===== config.mk =====
export PLATFORM = sky130hd
export DESIGN_NAME = obi_fifo_mailbox
export DESIGN_NICKNAME = d
export VERILOG_FILES = /design/src/rtl/obi_fifo_mailbox_pkg.sv /design/src/rtl/obi_fifo_mailbox_queue.sv /design/src/rtl/obi_fifo_mailbox.sv
export SDC_FILE = /design/constraint.sdc
export NUM_CORES = 1
export LEC_CHECK = 0
export BUFFER_PORTS_ARGS = -buffer_cell sky130_fd_sc_hd__buf_2
export CORE_MARGIN = 2
export CORE_UTILIZATION = 40
export CTS_BUF_LIST = sky130_fd_sc_hd__clkbuf_4 sky130_fd_sc_hd__clkbuf_8 sky130_fd_sc_hd__clkbuf_16
export DETAILED_ROUTE_END_ITERATION = 16
export HOLD_SLACK_MARGIN = 0.03
export PLACE_DENSITY = 0.62
export SYNTH_ARGS = -nofsm -noshare
export SYNTH_HDL_FRONTEND = slang
export SYNTH_SLANG_ARGS = --single-unit

===== constraint.sdc =====
create_clock -name clk_i -period 3.8 [get_ports clk_i]
set_clock_uncertainty 0.1 [all_clocks]
set_input_delay 0.76 -clock clk_i [delete_from_list [all_inputs] [get_ports clk_i]]
set_output_delay 0.76 -clock clk_i [all_outputs]
set_load 0.01 [all_outputs]

===== src/rtl/obi_fifo_mailbox_pkg.sv =====
// Shared definitions for the OBI FIFO mailbox: reader register map, STATUS/CTRL
// bit layout and the register-select decode helper.
package obi_fifo_mailbox_pkg;

  // Reader-side register offsets within one queue's 16-byte window.
  localparam logic [3:0] RegOffData   = 4'h0;
  localparam logic [3:0] RegOffStatus = 4'h4;
  localparam logic [3:0] RegOffThresh = 4'h8;
  localparam logic [3:0] RegOffCtrl   = 4'hC;

  typedef enum logic [1:0] {
    RegData   = 2'd0,
    RegStatus = 2'd1,
    RegThresh = 2'd2,
    RegCtrl   = 2'd3
  } reg_sel_e;

  localparam int unsigned StatusLevelLsb   = 0;
  localparam int unsigned StatusLevelWidth = 16;
  localparam int unsigned StatusEmptyBit   = 16;
  localparam int unsigned StatusFullBit    = 17;
  localparam int unsigned StatusOvfBit     = 18;
  localparam int unsigned StatusUdfBit     = 19;
  localparam int unsigned StatusIrqBit     = 20;

  localparam int unsigned CtrlFlushBit = 0;
  localparam int unsigned CtrlClearBit = 1;

  // Field order mirrors the bit positions above, MSB first.
  typedef struct packed {
    logic [10:0] rsvd;
    logic        irq;
    logic        udf;
    logic        ovf;
    logic        full;
    logic        empty;
    logic [15:0] level;
  } status_t;

  function automatic reg_sel_e reg_sel(input logic [3:0] offset);
    return reg_sel_e'(offset[3:2]);
  endfunction

endpackage


===== src/rtl/obi_fifo_mailbox_queue.sv =====
// Single-clock FIFO used once per mailbox queue. Flush has priority over push/pop;
// full/empty are decoded from the registered level only.
module obi_fifo_mailbox_queue #(
  parameter int unsigned DataWidth  = 32,
  parameter int unsigned Depth      = 8,
  parameter int unsigned LevelWidth = $clog2(Depth + 1)
) (
  input  logic                  clk_i,
  input  logic                  rst_ni,
  input  logic                  push_i,
  input  logic                  pop_i,
  input  logic                  flush_i,
  input  logic [DataWidth-1:0]  wdata_i,
  output logic [DataWidth-1:0]  rdata_o,
  output logic [LevelWidth-1:0] level_o,
  output logic                  full_o,
  output logic                  empty_o
);

  localparam int unsigned PtrWidth = $clog2(Depth);

  logic [PtrWidth-1:0]   r_wr_ptr;
  logic [PtrWidth-1:0]   r_rd_ptr;
  logic [LevelWidth-1:0] r_level;
  logic [DataWidth-1:0]  r_mem [Depth];

  logic w_push;
  logic w_pop;

  assign full_o  = (r_level == LevelWidth'(Depth));
  assign empty_o = (r_level == '0);
  assign level_o = r_level;
  assign rdata_o = r_mem[r_rd_ptr];

  assign w_push = push_i && !full_o && !flush_i;
  assign w_pop  = pop_i && !empty_o && !flush_i;

  // NOTE: state registers use non-blocking (<=) so every flop samples pre-edge values.
  always_ff @(posedge clk_i or negedge rst_ni) begin
    if (!rst_ni) begin
      r_wr_ptr <= '0;
      r_rd_ptr <= '0;
      r_level  <= '0;
    end else if (flush_i) begin
      r_wr_ptr <= '0;
      r_rd_ptr <= '0;
      r_level  <= '0;
    end else begin
      if (w_push) r_wr_ptr <= r_wr_ptr + PtrWidth'(1);
      if (w_pop)  r_rd_ptr <= r_rd_ptr + PtrWidth'(1);
      if (w_push && !w_pop) begin
        r_level <= r_level + LevelWidth'(1);
      end else if (w_pop && !w_push) begin
        r_level <= r_level - LevelWidth'(1);
      end
    end
  end

  // NOTE: storage has no reset; the level gates every read, so stale words are never visible.
  always_ff @(posedge clk_i) begin
    if (w_push) r_mem[r_wr_ptr] <= wdata_i;
  end

endmodule


===== src/rtl/obi_fifo_mailbox.sv =====
// Multi-queue OBI mailbox: writer pushes into an address-selected FIFO, reader pops
// and accesses per-queue STATUS/THRESH/CTRL; threshold irq and sticky ovf/udf flags.
module obi_fifo_mailbox
  import obi_fifo_mailbox_pkg::*;
#(
  parameter int unsigned DataWidth   = 32,
  parameter int unsigned AddrWidth   = 32,
  parameter int unsigned Depth       = 8,
  parameter int unsigned NumQueues   = 2,
  parameter bit          BlockOnFull = 1'b1
) (
  input  logic                   clk_i,
  input  logic                   rst_ni,
  input  logic                   writer_req_i,
  output logic                   writer_gnt_o,
  input  logic [AddrWidth-1:0]   writer_addr_i,
  input  logic                   writer_we_i,
  input  logic [DataWidth/8-1:0] writer_be_i,
  input  logic [DataWidth-1:0]   writer_wdata_i,
  output logic                   writer_rvalid_o,
  output logic [DataWidth-1:0]   writer_rdata_o,
  input  logic                   reader_req_i,
  output logic                   reader_gnt_o,
  input  logic [AddrWidth-1:0]   reader_addr_i,
  input  logic                   reader_we_i,
  input  logic [DataWidth/8-1:0] reader_be_i,
  input  logic [DataWidth-1:0]   reader_wdata_i,
  output logic                   reader_rvalid_o,
  output logic [DataWidth-1:0]   reader_rdata_o,
  output logic [NumQueues-1:0]   irq_o
);

  localparam int unsigned QB = (NumQueues > 1) ? $clog2(NumQueues) : 1;
  localparam int unsigned LW = $clog2(Depth + 1);

  // Per-queue FIFO interface
  logic [NumQueues-1:0] w_push;
  logic [NumQueues-1:0] w_pop;
  logic [NumQueues-1:0] w_flush;
  logic [NumQueues-1:0] w_full;
  logic [NumQueues-1:0] w_empty;
  logic [DataWidth-1:0] w_head  [NumQueues];
  logic [LW-1:0]        w_level [NumQueues];

  // Per-queue register side effects
  logic [NumQueues-1:0] w_ovf_set;
  logic [NumQueues-1:0] w_udf_set;
  logic [NumQueues-1:0] w_flag_clr;
  logic [NumQueues-1:0] w_thresh_we;

  logic [QB-1:0]        w_wr_q;
  logic [QB-1:0]        w_rd_q;
  reg_sel_e             w_rd_sel;
  logic                 w_wr_full;
  logic                 w_wr_fire;
  logic                 w_rd_read;
  logic                 w_rd_write;
  logic [DataWidth-1:0] w_rd_rdata;

  logic [LW-1:0]        r_thresh [NumQueues];
  logic [NumQueues-1:0] r_ovf;
  logic [NumQueues-1:0] r_udf;
  logic [NumQueues-1:0] r_irq;
  logic                 r_wr_rvalid;
  logic                 r_rd_rvalid;
  logic [DataWidth-1:0] r_rd_rdata;

  // Byte enables and address bits outside the decode are intentionally don't-care.
  logic w_unused_bits;
  assign w_unused_bits = ^{writer_be_i, reader_be_i, writer_addr_i, reader_addr_i, reader_wdata_i};

  assign w_wr_q   = writer_addr_i[QB+1:2];
  assign w_rd_q   = reader_addr_i[QB+3:4];
  assign w_rd_sel = reg_sel(reader_addr_i[3:0]);

  // A queue index >= NumQueues matches no queue, so it reads as not-full and is granted.
  always_comb begin
    w_wr_full = 1'b0;
    for (int q = 0; q < NumQueues; q++) begin
      if (w_wr_q == QB'(q)) w_wr_full = w_full[q];
    end
  end

  assign writer_gnt_o    = !(BlockOnFull && writer_we_i && w_wr_full);
  assign w_wr_fire       = writer_req_i && writer_gnt_o && writer_we_i;
  assign w_rd_read       = reader_req_i && !reader_we_i;
  assign w_rd_write      = reader_req_i && reader_we_i;
  assign reader_gnt_o    = 1'b1;
  assign writer_rvalid_o = r_wr_rvalid;
  assign writer_rdata_o  = '0;
  assign reader_rvalid_o = r_rd_rvalid;
  assign reader_rdata_o  = r_rd_rdata;
  assign irq_o           = r_irq;

  // NOTE: every output of this block gets a default before the loop, so no latches form.
  always_comb begin
    status_t v_status;
    logic    v_wr_hit;
    logic    v_rd_hit;
    w_push      = '0;
    w_pop       = '0;
    w_flush     = '0;
    w_ovf_set   = '0;
    w_udf_set   = '0;
    w_flag_clr  = '0;
    w_thresh_we = '0;
    w_rd_rdata  = '0;
    v_status    = '0;
    v_wr_hit    = 1'b0;
    v_rd_hit    = 1'b0;
    for (int q = 0; q < NumQueues; q++) begin
      v_wr_hit = (w_wr_q == QB'(q));
      v_rd_hit = (w_rd_q == QB'(q));

      w_push[q]    = w_wr_fire && v_wr_hit && !w_full[q];
      w_ovf_set[q] = w_wr_fire && v_wr_hit && w_full[q];

      w_pop[q]     = w_rd_read && v_rd_hit && (w_rd_sel == RegData) && !w_empty[q];
      w_udf_set[q] = w_rd_read && v_rd_hit && (w_rd_sel == RegData) && w_empty[q];

      w_flush[q]     = w_rd_write && v_rd_hit && (w_rd_sel == RegCtrl) && reader_wdata_i[CtrlFlushBit];
      w_flag_clr[q]  = w_rd_write && v_rd_hit && (w_rd_sel == RegCtrl) && reader_wdata_i[CtrlClearBit];
      w_thresh_we[q] = w_rd_write && v_rd_hit && (w_rd_sel == RegThresh);

      if (w_rd_read && v_rd_hit) begin
        v_status       = '0;
        v_status.level = 16'(w_level[q]);
        v_status.empty = w_empty[q];
        v_status.full  = w_full[q];
        v_status.ovf   = r_ovf[q];
        v_status.udf   = r_udf[q];
        v_status.irq   = r_irq[q];
        unique case (w_rd_sel)
          RegData:   w_rd_rdata = w_empty[q] ? '0 : w_head[q];
          RegStatus: w_rd_rdata = DataWidth'(v_status);
          RegThresh: w_rd_rdata = DataWidth'(r_thresh[q]);
          default:   w_rd_rdata = '0;
        endcase
      end
    end
  end

  for (genvar g = 0; g < NumQueues; g++) begin : g_queue
    obi_fifo_mailbox_queue #(
      .DataWidth (DataWidth),
      .Depth     (Depth),
      .LevelWidth(LW)
    ) u_queue (
      .clk_i  (clk_i),
      .rst_ni (rst_ni),
      .push_i (w_push[g]),
      .pop_i  (w_pop[g]),
      .flush_i(w_flush[g]),
      .wdata_i(writer_wdata_i),
      .rdata_o(w_head[g]),
      .level_o(w_level[g]),
      .full_o (w_full[g]),
      .empty_o(w_empty[g])
    );
  end

  always_ff @(posedge clk_i or negedge rst_ni) begin
    if (!rst_ni) begin
      r_ovf       <= '0;
      r_udf       <= '0;
      r_irq       <= '0;
      r_wr_rvalid <= 1'b0;
      r_rd_rvalid <= 1'b0;
      r_rd_rdata  <= '0;
      for (int q = 0; q < NumQueues; q++) r_thresh[q] <= '0;
    end else begin
      r_wr_rvalid <= writer_req_i && writer_gnt_o;
      r_rd_rvalid <= reader_req_i;
      r_rd_rdata  <= w_rd_rdata;
      for (int q = 0; q < NumQueues; q++) begin
        if (w_thresh_we[q]) r_thresh[q] <= reader_wdata_i[LW-1:0];
        // A new event in the same cycle as a clear keeps the flag set.
        if (w_ovf_set[q])       r_ovf[q] <= 1'b1;
        else if (w_flag_clr[q]) r_ovf[q] <= 1'b0;
        if (w_udf_set[q])       r_udf[q] <= 1'b1;
        else if (w_flag_clr[q]) r_udf[q] <= 1'b0;
        r_irq[q] <= (r_thresh[q] != '0) && (w_level[q] >= r_thresh[q]);
      end
    end
  end

endmodule


# Word-level counts from Yosys, hierarchy flattened
# Memories as Yosys holds them, arrays and structs flattened.
# Cells that the tools add are included.
[totals]
in_bits = 142
word_cells = 136
memories = 2
ram_bits = 512
regBits = 68
[mem_list]
columns = ["name", "words", "width", "rd", "rd_ports_with_merged_regs", "wr", "line_no", "text"]
rows = [
  ["g_queue[0].u_queue.r_mem", 8, 32, 1, 0, 1, "obi_fifo_mailbox_queue.sv:25", "logic [DataWidth-1:0] r_mem [Depth];"],
  ["g_queue[1].u_queue.r_mem", 8, 32, 1, 0, 1, "obi_fifo_mailbox_queue.sv:25", ""],
]
[classes]
n_eq_ne = 5
n_lt_le_gt_ge = 2
n_reduce_logical = 70
n_mux = 31
bitwise = 2
addsub = 8
[ops]
columns = ["operator", "n"]
rows = [
  ["case mux 32 bit (3 select lines)", 2],
  ["two-way mux 32 bit", 4],
  ["logical AND 1 bit", 43],
  ["two-way mux 3 bit", 8],
  ["two-way mux 4 bit", 6],
  ["nonzero test 2 bit", 8],
  ["adder 3 x 1 -> 3 bit (second input constant)", 4],
  ["zero test 1 bit", 12],
  ["two-way mux 1 bit", 11],
  ["adder 4 x 1 -> 4 bit (second input constant)", 2],
  ["equality test 4 bit (second input constant)", 2],
  ["greater-or-equal comparator 4 bit", 2],
  ["zero test 4 bit", 2],
  ["nonzero test 4 bit", 2],
  ["subtractor 4 x 1 -> 4 bit (second input constant)", 2],
  ["nonzero test 3 bit", 2],
  ["equality test 2 bit (second input constant)", 2],
  ["equality test 2 x 1 -> 1 bit (second input constant)", 1],
  ["zero test 2 bit", 1],
  ["inverter 1 bit", 2],
]

# Longest topological paths before layout
[logic_depth]
word_depth = 15
mapped_depth = 13
mapped_depth_nobuf = 11

# Cells and area by module
# A second synthesis with hierarchy kept.
[unflattened]
hier_cells = 1152
hier_area_um2 = 23238.5
[modules_own_cells]
columns = ["mod", "cells_per_inst", "instances", "area_per_inst_um2"]
rows = [
  ["obi_fifo_mailbox_queue (g_queue[0].u_queue)", 452, 1, 10327.4],
  ["obi_fifo_mailbox_queue (g_queue[1].u_queue)", 452, 1, 10326.2],
  ["obi_fifo_mailbox", 248, 1, 2585.0],
]

# Worst setup path after synthesis
# No wires, ideal clock.
[synth_timing]
path_type = "input to register"
startpoint = "input reader_addr_i[3]"
endpoint = "memory g_queue[1].u_queue.r_mem[1][0] (enable)"
slack_ps = -706
stages = 7
arrival_ps = 3945
path_cell_list = "buf_6 > and4_1 > and3_1 > buf_2 > nor3_2 > nand2_1 > nor3_1"
[synth_via]
elab_chain_cells = 7
[synth_lines]
columns = ["element", "line_no", "text"]
rows = [
  ["start, declared", "obi_fifo_mailbox.sv:24", "input logic [AddrWidth-1:0] reader_addr_i,"],
  ["equality test 2 bit", "obi_fifo_mailbox.sv:121", "w_flush[q] = w_rd_write && v_rd_hit && (w_rd_sel == RegCtrl) && reader_wdata_i[CtrlFlushBit];"],
  ["logical AND 1 bit (2 in a row)", "obi_fifo_mailbox.sv:121", ""],
  ["zero test 1 bit", "obi_fifo_mailbox_queue.sv:35", "assign w_push = push_i && !full_o && !flush_i;"],
  ["logical AND 1 bit", "obi_fifo_mailbox_queue.sv:35", ""],
  ["two-way mux 1 bit", "obi_fifo_mailbox_queue.sv:61", "if (w_push) r_mem[r_wr_ptr] <= wdata_i;"],
  ["two-way mux 1 bit (implied by the code)", "obi_fifo_mailbox_queue.sv:61", ""],
  ["end, declared", "obi_fifo_mailbox_queue.sv:25", ""],
]
# No other way between the ends.

# Worst setup path in the final report
[layout_timing]
startpoint = "register g_queue[1].u_queue.r_level[1]"
endpoint = "output writer_gnt_o"
[layout_via]
elab_chain_cells = 4
[layout_lines]
columns = ["element", "line_no", "text"]
rows = [
  ["start, declared", "obi_fifo_mailbox_queue.sv:24", "logic [LevelWidth-1:0] r_level;"],
  ["start signal, assigned", "obi_fifo_mailbox_queue.sv:52", "r_level <= r_level + LevelWidth'(1);"],
  ["start signal, assigned", "obi_fifo_mailbox_queue.sv:54", "r_level <= r_level - LevelWidth'(1);"],
  ["equality test 4 bit", "obi_fifo_mailbox_queue.sv:30", "assign full_o = (r_level == LevelWidth'(Depth));"],
  ["two-way mux 1 bit", "obi_fifo_mailbox.sv:80", "if (w_wr_q == QB'(q)) w_wr_full = w_full[q];"],
  ["logical AND 1 bit", "obi_fifo_mailbox.sv:84", "assign writer_gnt_o = !(BlockOnFull && writer_we_i && w_wr_full);"],
  ["zero test 1 bit", "obi_fifo_mailbox.sv:84", ""],
  ["end, declared", "obi_fifo_mailbox.sv:15", "output logic writer_gnt_o,"],
]
# No other way between the ends.

==> results.json <==
{
  "status": "complete, no violations",
  "clk_latency_ns": 0.62,
  "use_met2": 0.2781,
  "reg2reg_depth": 11,
  "vias_per_cell": 5.330,
  "remaining_drc_errors": 0,
  "met3_usage": 0.02776,
  "top_usage_layer": "met2",
  "period_minus_slack_ns": 2.988,
  "regToRegSetupSlack_ns": 0.83,
  "synth-seq-cells": 580,
  "leakage_nw": 8.823,
  "area_delta_synth_final_pct": 15.80,
  "ys_types": 56,
  "post_cts_buffers": 0,
  "yosysTopAreaCell": "edfxtp_1",
  "cap_viol_max_count": 0,
  "num_vias": 11007,
  "slowest_delay_ns": 0.62,
  "critPathLaunch": "g_queue[1].u_queue.level_o[1]",
  "grt_pass1_vias": 11325,
  "root_buffer": "clkbuf_16",
  "syn_avg_cell_area_sq_um": 20.32,
  "antenna_found_initial": 5,
  "tightest_slew_ns": 1.060,
  "grt_usage": 0.1684,
  "p_per_area_mw_per_mm2": 633.6,
  "finalHoldViolCount": 0,
  "peakVddDrop_uv": 366.1,
  "setup_viol": 0,
  "slowest_stage": "or4b_1",
  "overflow": 0,
  "core_area_sq_mm": 0.05650,
  "finalNetCount": 1420,
  "die-width_um": 243.5,
  "syn_area_sq_mm": 0.02294,
  "cts_buffer_depth": 3,
  "fin_crit_sh": 0.7864,
  "seq_area_frac_synth": 0.7444,
  "fill_cells": 4669,
  "cts_max_level": 2,
  "fp.dieH_um": 243.5,
  "ys.flop_type": "edfxtp_1",
  "clk_pin_slew_ns": 0.06,
  "cts_tree": "yes",
  "yosysWarnings": 0,
  "cp_max_fo": 7,
  "synth_area_leaders": "edfxtp_1 67%, mux4_2 11%, dfrtp_1 7.4%, mux2i_1 3.7%, buf_4 1.3%",
  "cp-end-kind": "output pin",
  "maxSlewViolCount": 0,
  "r2r-end": "g_queue[1].u_queue.level_o[3]",
  "critPathKind": "reg -> out",
  "grt_use_met1": 0.2314,
  "drt-total-wl_um": 49350,
  "postRouteAntennaNets": 0,
  "async_reset_ff_frac": 0.1172,
  "crit_arrival_ns": 2.13,
  "place_congestion": 0.7984,
  "r2r-start": "g_queue[1].u_queue.level_o[1]",
  "ioPinCount": 212,
  "portBuffers": 82,
  "rsz0062_at_grt": "no",
  "hpwl_um": 27620,
  "layout-drive-gt1-share": 0.3030,
  "synth_edf_count": 512,
  "start_util": 0.4060,
  "required_ns": 2.94,
  "synth_top_area_frac": 0.6703,
  "clock_sinks": 580,
  "grt_start_max_net_pins": 46,
  "grt_pass1_wl_um": 73930,
  "maxSlewHeadroom": 0.2937,
  "hp-class": "in -> reg",
  "start_kind": "register",
  "min_delay_path_depth": 1,
  "rows": 87,
  "crit_chain": "or4b_1, nand2_1, nand3_1, buf_2",
  "synthCells": 1129,
  "max_freq_mhz": 334.6,
  "drtIter0Drc": 887,
  "wire_per_inst_um": 23.90,
  "drt_first_pass_iters": 5,
  "tns_ns": 0,
  "endpoint": "writer_gnt_o",
  "utilization": 0.4702,
  "dieArea_sq_mm": 0.05928,
  "tritoncts.num_buffers": 58
}
-- synth_stat cells (11+ instances only) --
cell type  number
a21oi_1        14
a22oi_1        16
buf_2          36
buf_4          40
dfrtp_1        68
edfxtp_1      512
ha_1           18
inv_1          13
mux2i_1        85
mux4_2        116
nand2_1        15
nor2_1         38
o22ai_1        18
o22ai_2        11
-- registers in the layout, summed over array words and instances, names as in the netlist --
| register | cells |
|---|---|
| r_udf | 2 |
| reader_rvalid_o | 1 |
| irq_o | 2 |
| g_queue.u_queue.r_mem | 512 |
| r_thresh | 8 |
| g_queue.u_queue.r_rd_ptr | 6 |
| g_queue.u_queue.r_wr_ptr | 6 |
| reader_rdata_o | 32 |
| g_queue.u_queue.level_o | 8 |
| r_ovf | 2 |
| writer_rvalid_o | 1 |
-- layout make-up --
| cell class | instances | area [sq um] | area share |
|---|---|---|---|
| flip-flops and latches | 580 | 17090 | 0.6436 |
| well taps | 756 | 945.9 | 0.03561 |
| clock inverters | 34 | 407.9 | 0.01536 |
| clock buffers | 75 | 1623 | 0.06110 |
| multi-input cells | 478 | 5479 | 0.2063 |
| repair buffers | 125 | 950.9 | 0.03580 |
| inverters | 15 | 56.30 | 0.002120 |
| diodes | 2 | 5.005 | 0.0001884 |
-- worst min path at each step --
stage | slack (ns) | to | startpoint
after detailed placement | 0.37 | r_ovf[1] | r_ovf[1]
after CTS | 0.19 | reader_rvalid_o | reader_req_i
after global placement | 0.38 | r_ovf[1] | r_ovf[1]
final | 0.23 | reader_rvalid_o | reader_req_i
after global routing | 0.21 | reader_rvalid_o | reader_req_i
after floorplan | 0.35 | r_ovf[1] | r_ovf[1]
-- layer usage --
layer,up-vias,share of wire
met5,-,0.00049
met4,4,0.019
met3,67,0.050
met2,263,0.49
met1,5867,0.44
li1,4806,-
-- kinds of logic after synthesis --
group | after synthesis | synth area share
other | 2 | 0.0003274
multiplexers | 206 | 0.1534
flip-flops | 580 | 0.7445
buffers and inverters | 102 | 0.02755
AO/OA/AOI/OAI | 96 | 0.03087
AND/OR/NAND/NOR | 111 | 0.02722
adder cells (fa/ha/maj) | 20 | 0.01156
XOR/XNOR | 12 | 0.004582
-- layout by cell type (no fill, tap or decap), types with 6 or more instances in the layout --
| cell type | Yosys | layout |
|---|---|---|
| buf_4 | 40 | 26 |
| nor2b_1 | 6 | 6 |
| bufinv_16 | 0 | 7 |
| conb_1 | 2 | 33 |
| mux2i_1 | 85 | 85 |
| o22ai_2 | 11 | 11 |
| dfrtp_1 | 68 | 62 |
| nand2b_1 | 10 | 9 |
| nand2_1 | 15 | 15 |
| clkbuf_16 | 0 | 58 |
| xor2_1 | 8 | 8 |
| mux4_2 | 116 | 116 |
| clkbuf_8 | 0 | 7 |
| nand3_1 | 7 | 7 |
| buf_2 | 36 | 81 |
| edfxtp_1 | 512 | 512 |
| nor2_4 | 0 | 12 |
| ha_1 | 18 | 18 |
| clkbuf_4 | 0 | 10 |
| o22ai_1 | 18 | 18 |
| o21ai_0 | 7 | 7 |
| a22oi_1 | 16 | 16 |
| buf_12 | 1 | 17 |
| a21o_1 | 8 | 8 |
| clkinv_2 | 0 | 14 |
| inv_1 | 13 | 13 |
| nor2_1 | 38 | 26 |
| a21oi_1 | 14 | 14 |
-- power breakdown --
| group | total, mW | switching [mW] | internal [mW] |
|---|---|---|---|
| clock | 5.93 | 2.42 | 3.51 |
| sequential | 7.83 | 0.525 | 7.31 |
| combinational | 3.06 | 1.49 | 1.57 |
-- worst max-delay path: cells and delay by family, from the launching register on --
kind / cells / cell delay (ns)
simple gates: 3 / 0.88
flops: 1 / 0.49
buf+inv: 1 / 0.16
-- through the flow --
step | hold slack, ns | cell area [sq um] | std cells | worst slack (ns) | power (mW)
finish | 0.2267 | 26560 | 2065 | 0.8116 | 16.83
CTS | 0.1899 | 26560 | 2063 | 0.7394 | 17.05
global route | 0.2066 | 26560 | 2064 | 0.6631 | 17.57
floorplan | 0.3539 | 23070 | 1160 | 0.1461 | 10.16
detailed placement | 0.3715 | 24520 | 1953 | 0.3835 | 11.09
global placement | 0.3777 | 24520 | 1953 | 0.3544 | 11.02
-- timing repair --
action,in CTS,in global routing
hold buffers,1,0
endpoints found under the hold margin,28,0
gates resized for setup,0,0
Power figures use the tool's default switching activity.
